[config.mk]
export PLATFORM = sky130hd
export DESIGN_NAME = serial_mag_comparator
export DESIGN_NICKNAME = d
export VERILOG_FILES = /design/src/rtl/serial_cmp_pkg.sv /design/src/rtl/serial_cmp_bitcnt.sv /design/src/rtl/serial_mag_comparator.sv
export SDC_FILE = /design/constraint.sdc
export NUM_CORES = 1
export LEC_CHECK = 0
export CAP_MARGIN = 20
export CORE_AREA = 2 2 39 41
export DETAILED_ROUTE_END_ITERATION = 12
export DIE_AREA = 0 0 41 43
export HOLD_SLACK_MARGIN = 0.15
export PLACE_DENSITY = 0.75
export SYNTH_ARGS = -nofsm -noshare
export SYNTH_HDL_FRONTEND = slang
export SYNTH_HIERARCHICAL = 1
export SYNTH_SLANG_ARGS = --single-unit
[constraint.sdc]
create_clock -name clk -period 1.6 [get_ports clk]
set_input_delay 0.24 -clock clk [delete_from_list [all_inputs] [get_ports clk]]
set_output_delay 0.24 -clock clk [all_outputs]
set_load 0.01 [all_outputs]
[src/rtl/serial_cmp_pkg.sv]
// Shared types for the serial magnitude comparator: FSM states, result
// encoding and the default operand width.
package serial_cmp_pkg;

    localparam int unsigned WidthDefault = 8;

    typedef enum logic [1:0] {
        StIdle  = 2'b00,
        StRunEq = 2'b01,
        StRunLt = 2'b10,
        StRunGt = 2'b11
    } state_e;

    typedef enum logic [1:0] {
        ResEq = 2'b00,
        ResLt = 2'b01,
        ResGt = 2'b10
    } result_e;

    // Relation carried by a RUN_* state; IDLE never reaches here with a frame open.
    function automatic result_e state_to_result(input state_e st);
        result_e res;
        case (st)
            StRunLt: res = ResLt;
            StRunGt: res = ResGt;
            default: res = ResEq;
        endcase
        return res;
    endfunction

endpackage

[src/rtl/serial_cmp_bitcnt.sv]
// Saturating count of accepted bits in the current frame. clear wins over inc
// so the closing bit of a frame leaves the counter at zero for the next one.
module serial_cmp_bitcnt
    import serial_cmp_pkg::*;
#(
    parameter int unsigned WIDTH = WidthDefault
) (
    input  logic                         clk,
    input  logic                         rst,
    input  logic                         clear,
    input  logic                         inc,
    output logic [$clog2(WIDTH+2)-1:0]   count
);

    localparam int unsigned CntW = $clog2(WIDTH + 2);
    localparam logic [CntW-1:0] SatVal = CntW'(WIDTH + 1);

    logic [CntW-1:0] count_q, count_d;

    // Next count: clear, else increment until the WIDTH+1 ceiling.
    always_comb begin
        count_d = count_q;
        if (clear) begin
            count_d = '0;
        end else if (inc && (count_q != SatVal)) begin
            count_d = count_q + 1'b1;
        end
    end

    // Count register with synchronous reset.
    always_ff @(posedge clk) begin
        if (rst) begin
            count_q <= '0;
        end else begin
            count_q <= count_d;
        end
    end

    assign count = count_q;

endmodule

[src/rtl/serial_mag_comparator.sv]
// Bit-serial magnitude comparator of two WIDTH-bit operands.
// Default build is MSB-first (first differing bit decides). Defining
// SERIAL_CMP_LSB_FIRST_EN switches to LSB-first (last differing bit decides).
module serial_mag_comparator
    import serial_cmp_pkg::*;
#(
    parameter int unsigned WIDTH = WidthDefault
) (
    input  logic clk,
    input  logic rst,
    input  logic in_valid,
    input  logic in_last,
    input  logic a,
    input  logic b,
    output logic out_valid,
    output logic equal,
    output logic lesser,
    output logic greater,
    output logic frame_err,
    output logic busy
);

`ifdef SERIAL_CMP_LSB_FIRST_EN
    localparam bit LsbFirst = 1'b1;
`else
    localparam bit LsbFirst = 1'b0;
`endif

    localparam int unsigned CntW = $clog2(WIDTH + 2);

    state_e          state_q, state_d;
    state_e          base_state, decided;
    logic [CntW-1:0] count;
    logic [CntW:0]   count_incl;
    logic            frame_done;
    logic            out_valid_q;
    logic            res_valid_q;
    result_e         res_q;
    logic            frame_err_q;

    serial_cmp_bitcnt #(
        .WIDTH (WIDTH)
    ) u_bitcnt (
        .clk   (clk),
        .rst   (rst),
        .clear (frame_done),
        .inc   (in_valid),
        .count (count)
    );

    // State register.
    always_ff @(posedge clk) begin
        if (rst) begin
            state_q <= StIdle;
        end else begin
            state_q <= state_d;
        end
    end

    // Next state: fold the current bit pair into the relation decided so far.
    always_comb begin
        // A bit accepted in IDLE opens a frame with no relation decided yet.
        base_state = (state_q == StIdle) ? StRunEq : state_q;
        decided    = base_state;
        if ((a != b) && (LsbFirst || (base_state == StRunEq))) begin
            decided = a ? StRunGt : StRunLt;
        end
        state_d = state_q;
        if (in_valid) begin
            state_d = in_last ? StIdle : decided;
        end
    end

    // Combinational outputs: frame-close strobe, busy and the result decode.
    always_comb begin
        frame_done = in_valid && in_last;
        count_incl = {1'b0, count} + (CntW + 1)'(1);
        busy       = (state_q != StIdle);
        equal      = 1'b0;
        lesser     = 1'b0;
        greater    = 1'b0;
        if (res_valid_q) begin
            unique case (res_q)
                ResEq:   equal   = 1'b1;
                ResLt:   lesser  = 1'b1;
                ResGt:   greater = 1'b1;
                default: ;
            endcase
        end
    end

    // Result registers: captured on the closing bit, held until the next close.
    always_ff @(posedge clk) begin
        if (rst) begin
            out_valid_q <= 1'b0;
            res_valid_q <= 1'b0;
            res_q       <= ResEq;
            frame_err_q <= 1'b0;
        end else begin
            out_valid_q <= frame_done;
            if (frame_done) begin
                res_valid_q <= 1'b1;
                res_q       <= state_to_result(decided);
                frame_err_q <= (count_incl != (CntW + 1)'(WIDTH));
            end
        end
    end

    assign out_valid = out_valid_q;
    assign frame_err = frame_err_q;

endmodule

# Yosys cells after proc, flatten, opt, wreduce, memory -nomap -nowiden
# Cells that the tools add are included.
[totals] regBits=11 word_cells=34 out_inout_bits=6 input_bits=6
[classes] muxes=11 reduce_logical=7 add_sub_neg=2 n_eq_ne=8
[op_table] op="$mux W1" count=7
[op_table] op="$eq A2 B2 Y1 const B" count=3
[op_table] op="$mux W2" count=3
[op_table] op="$add A4 B1 Y5 const B" count=1
[op_table] op="$ne A5 B4 Y1 const B" count=1
[op_table] op="$add A4 B1 Y4 const B" count=1
[op_table] op="$eq A2 B1 Y1 const B" count=2
[op_table] op="$logic_not A2 Y1" count=2
[op_table] op="$ne A4 B4 Y1 const B" count=1
[op_table] op="$pmux W2 S2" count=1
[op_table] op="$logic_and A1 B1 Y1" count=3
[op_table] op="$reduce_bool A2 Y1" count=1
[op_table] op="$reduce_or A2 Y1" count=1
[op_table] op="$ne A1 B1 Y1" count=1

# Logic depth before layout (Yosys ltp)
# Gate-level depths: netlist (run 1).
[logic_depth] word_depth=7 depth_mapped=5

# By module
# Netlist (run 1), hierarchy kept.
[by_module_without_submodules] mod="serial_mag_comparator" area_each_um2=344.1 cells_each=38 instances=1
[by_module_without_submodules] mod="serial_cmp_bitcnt" area_each_um2=206.4 cells_each=22 instances=1

# Least setup slack after synthesis (run 1)
# No wires, ideal clock.
[synth_timing] path_type="register to register" startpoint="register u_bitcnt.count_q[0] (netlist: u_bitcnt/count[0])" endpoint="register u_bitcnt.count_q[1] (netlist: u_bitcnt/count[1])" synth_period_minus_slack_ns=1.143 setup_time_ns=0.066 arrival_time_ns=1.077 path_stages_with_launch=5 path_buffers=0 setup_slack_ns=0.457 path_cell_list="dfxtp_1 > ha_1 > nand3b_1 > a311o_1 > a21oi_2"
[synth_between] elab_chain_len=2 word_cells_on_any_way=3 classes_between="add/sub: 1; eq/ne: 1; reduce/logical: 1"
[synth_lines] element="start, declared" line_no="serial_cmp_bitcnt.sv:18" text="logic [CntW-1:0] count_q, count_d;"
[synth_lines] element="start signal, assigned" line_no="serial_cmp_bitcnt.sv:35" text="count_q <= count_d;"
[synth_lines] element="parallel branches: the longest is 2 deep, another holds $add A4 B1 Y4"
# Parallel ways; which one is timed is not known.
# A chain may end at the register's enable or synchronous reset.

# Worst setup path after layout (run 1)
[layout_timing] startpoint="register state_q[1]" endpoint="output busy"
[layout_between] elab_chain_len=1
[layout_lines] element="start, declared" line_no="serial_mag_comparator.sv:31" text="state_e state_q, state_d;"
[layout_lines] element="start signal, assigned" line_no="serial_mag_comparator.sv:54" text="state_q <= StIdle;"
[layout_lines] element="start signal, assigned" line_no="serial_mag_comparator.sv:56" text="state_q <= state_d;"
[layout_lines] element="$reduce_bool A2 Y1" line_no="serial_mag_comparator.sv:78" text="busy = (state_q != StIdle);"
[layout_lines] element="end, declared" line_no="serial_mag_comparator.sv:20" text="output logic busy"
# Every way passes these cells.

==> summary.txt, run 1 <==
Power and ir drop
  – Leakage power total: 0.321 nW
  – Final Power: 586 uW
  – Power per cell area: 822 nW/um2
  – VDD IR-drop max: 0.331 mV

Floorplanning
  – Core Footprint: 1380 um2
  – Initial Util: 0.398
  – FP Rows: 14
  – Full die area: 1760 um2
  – Die span in x: 41 um
  – # IOs: 12
  – Die Ht: 43 um

GRT
  – Global-route wire length before repair: 1620 um
  – Largest net degree at the start of global routing: 15
  – Total track usage: 0.134
  – GRT overflow: 0
  – GR met3 Demand/Resource: 0.0366
  – Initial antenna violation count: 0
  – GRT busiest layer: met2
  – Met2 usage: 0.203
  – Met1 GRT Util: 0.164
  – Number of global-route vias before repair: 415

STA
  – Minimum clock period: 1.43 ns
  – Hold Violations, Final: 0
  – Final setup TNS: 0 ns
  – Final number of setup-violating endpoints: 0
  – Final Cycle Share: 0.894
  – Unrepaired setup endpoints after global routing: no
  – Rel. slew slack: 0.837
  – Final Slew Violations: 0
  – Fmax: 0.699 GHz
  – Worst-margin pin slew: 0.244 ns
  – Clock Skews: 0.000367 ns

CTS
  – Clk root buf: clkbuf_4
  – # clock sinks: 11
  – Hold-fix buffers at CTS: 0
  – CTS Buffer Depth: 2
  – CTS tree: yes
  – CTS Buf Count: 3
  – H-tree Lvls: 1
  – Clock transition at the registers of the reported paths: 0.07 ns
  – Clk_lat worst skew: 0.26 ns

Worst setup path
  – Worst Path Buf+Inv: 1
  – Max stage delay cell, worst path: dfxtp_1
  – CP Cell Sequence: or2_2 > dlygate4sd2_1
  – Crit path launch type: flop
  – Critical setup path kind: flop to output port
  – Crit Path Max Fanout: 6
  – CP Data Arrival Time: 1.19 ns
  – Setup crit end kind: output port
  – Worst Path Required: 1.36 ns
  – Worst stage delay on the critical path: 0.35 ns
  – CP delay by family, top: flip-flops

Logic synthesis
  – Syn avg cell area: 9.18 um2
  – Cell area after synthesis: 551 um2
  – Synth Register Bits: 11
  – Number of flops mapped to enable cells by yosys: 0
  – Share of the synthesized area in the top cell type: 0.400
  – Most frequent cell after synthesis: dfxtp_1
  – Mapped Cells: 60
  – Top FF cell, synth: dfxtp_1
  – Syn. warnings: 6
  – Yosys top cell by area: dfxtp_1
  – Mapped Nets: 68
  – Yosys cell types: 29
  – Synth top cells by count: 11 x dfxtp_1, 6 x nand2_1, 5 x nor2_1
  – Area contributors post-synth: dfxtp_1 40%, ha_1 4.5%, a211oi_1 4.1%, nand2_1 4.1%, nor2_1 3.4%
  – Seq/Total Area, Yosys: 0.400
  – Async SR Flop Fraction: 0

Detailed routing
  – Per-cell routed wire length: 11.3 um
  – Number of vias per cell: 5.21
  – Routed vias: 479
  – Antenna viol nets, final: 0
  – First-pass DRT Iterations: 4
  – Routed WL: 1040 um
  – DRC: 0
  – DR iter-0 viols: 16

Finish
  – N_diodes: 0
  – Area of the multi-input gates: 300 um2
  – Sequential cell area: 223 um2
  – Layout area overhead: 29.3%
  – Nets: 85
  – Layout cells sized above 1: 0.197
  – Fillcell total: 136

Worst hold path
  – Hold Crit Class: flop to flop

Placed design
  – Routability cong.: 0.813
  – PortBufs: 11
  – DP HPWL: 783 um

Run status
  – Outcome: finished clean

Flow run
  – Max_cap viols: 0
## final cells by class
cell class,count,share of cell area
clock buffers,4,0.0369
inverters,4,0.0211
multi-input cells,44,0.422
flip-flops and latches,11,0.313
well taps,16,0.0281
repair buffers,13,0.179
## metal layers
metal,wire length [um],vias to the layer above
met2,479,20
met4,25,0
met5,0,-
met1,468,210
li1,-,245
met3,61,4
## final timing paths
kind	to	start	slack [ns]	cells after the start
setup / recovery	busy	state_q[1]	0.17	2
hold / removal	frame_err	frame_err	0.50	2
setup reg to reg	u_bitcnt/count[1]	u_bitcnt/count[0]	0.34	4
hold reg to reg	frame_err	frame_err	0.50	2
## stage by stage
| stage | hold WS (ns) | area [um2] | setup slack (ns) | instances | util |
|---|---|---|---|---|---|
| 6_report | 0.501 | 712 | 0.170 | 92 | 0.514 |
| 5_1_grt | 0.518 | 712 | 0.140 | 92 | 0.514 |
| 4_1_cts | 0.504 | 704 | 0.0136 | 92 | 0.509 |
| 3_5_place_dp | 0.492 | 681 | 0.108 | 88 | 0.492 |
| 3_3_place_gp | 0.495 | 681 | 0.163 | 88 | 0.492 |
| 2_1_floorplan | 0.308 | 551 | 0.457 | 60 | - |
## cells by family (layout without fill, tap and decap cells)
logic type | count (synthesis) | after routing | share of synthesized area
simple gates | 28 | 28 | 0.286
compound gates | 11 | 11 | 0.164
flops | 11 | 11 | 0.400
buf+inv | 5 | 21 | 0.0545
fa+ha+maj | 2 | 2 | 0.0454
xor+xnor | 2 | 2 | 0.0318
mux | 1 | 1 | 0.0182
## power by group
part / switching, mW / total, mW / internal [mW] / leakage [nW]
Sequential: 0.0146 / 0.304 / 0.289 / 0.0910
Combinational: 0.0447 / 0.0960 / 0.0513 / 0.215
Clock: 0.0894 / 0.186 / 0.0961 / 0.0150
## registers in the layout, indices dropped and copies added, names as in the netlist
| register | count |
|---|---|
| u_bitcnt/count | 4 |
| res_q | 2 |
| state_q | 2 |
| frame_err | 1 |
| out_valid | 1 |
| res_valid_q | 1 |
## repair_timing
action	CTS	global route
buffers inserted	0	0
resized for setup	2	4
endpoints found under the setup margin	2	2
## worst register-to-register path: cells and delay by family, from the launching register on
family	cells	cell delay, ns
compound gates	2	0.46
fa+ha+maj	1	0.21
flops	1	0.42
simple gates	1	0.11
## placed cells by master (no fill, tap or decap), types with 2 or more instances in the layout
cell,count
clkbuf_4,3
nor2_2,3
dlymetal6s2s_1,2
nand2_1,6
o21ai_0,2
nor3b_1,2
clkdlybuf4s50_1,7
nor2_1,5
a211oi_1,3
inv_1,4
nor3_1,2
xor2_1,2
ha_1,2
dfxtp_2,2
buf_4,2
dfxtp_1,9
dlygate4sd2_1,2
No activity file was read; power rests on OpenSTA's default activity.
==> inputs of run 2 (changes only) <==
HOLD_SLACK_MARGIN = unset   (was 0.15)
==> results of run 2 <==
The final DEF is identical to that of run 1; final timing and power are the same.
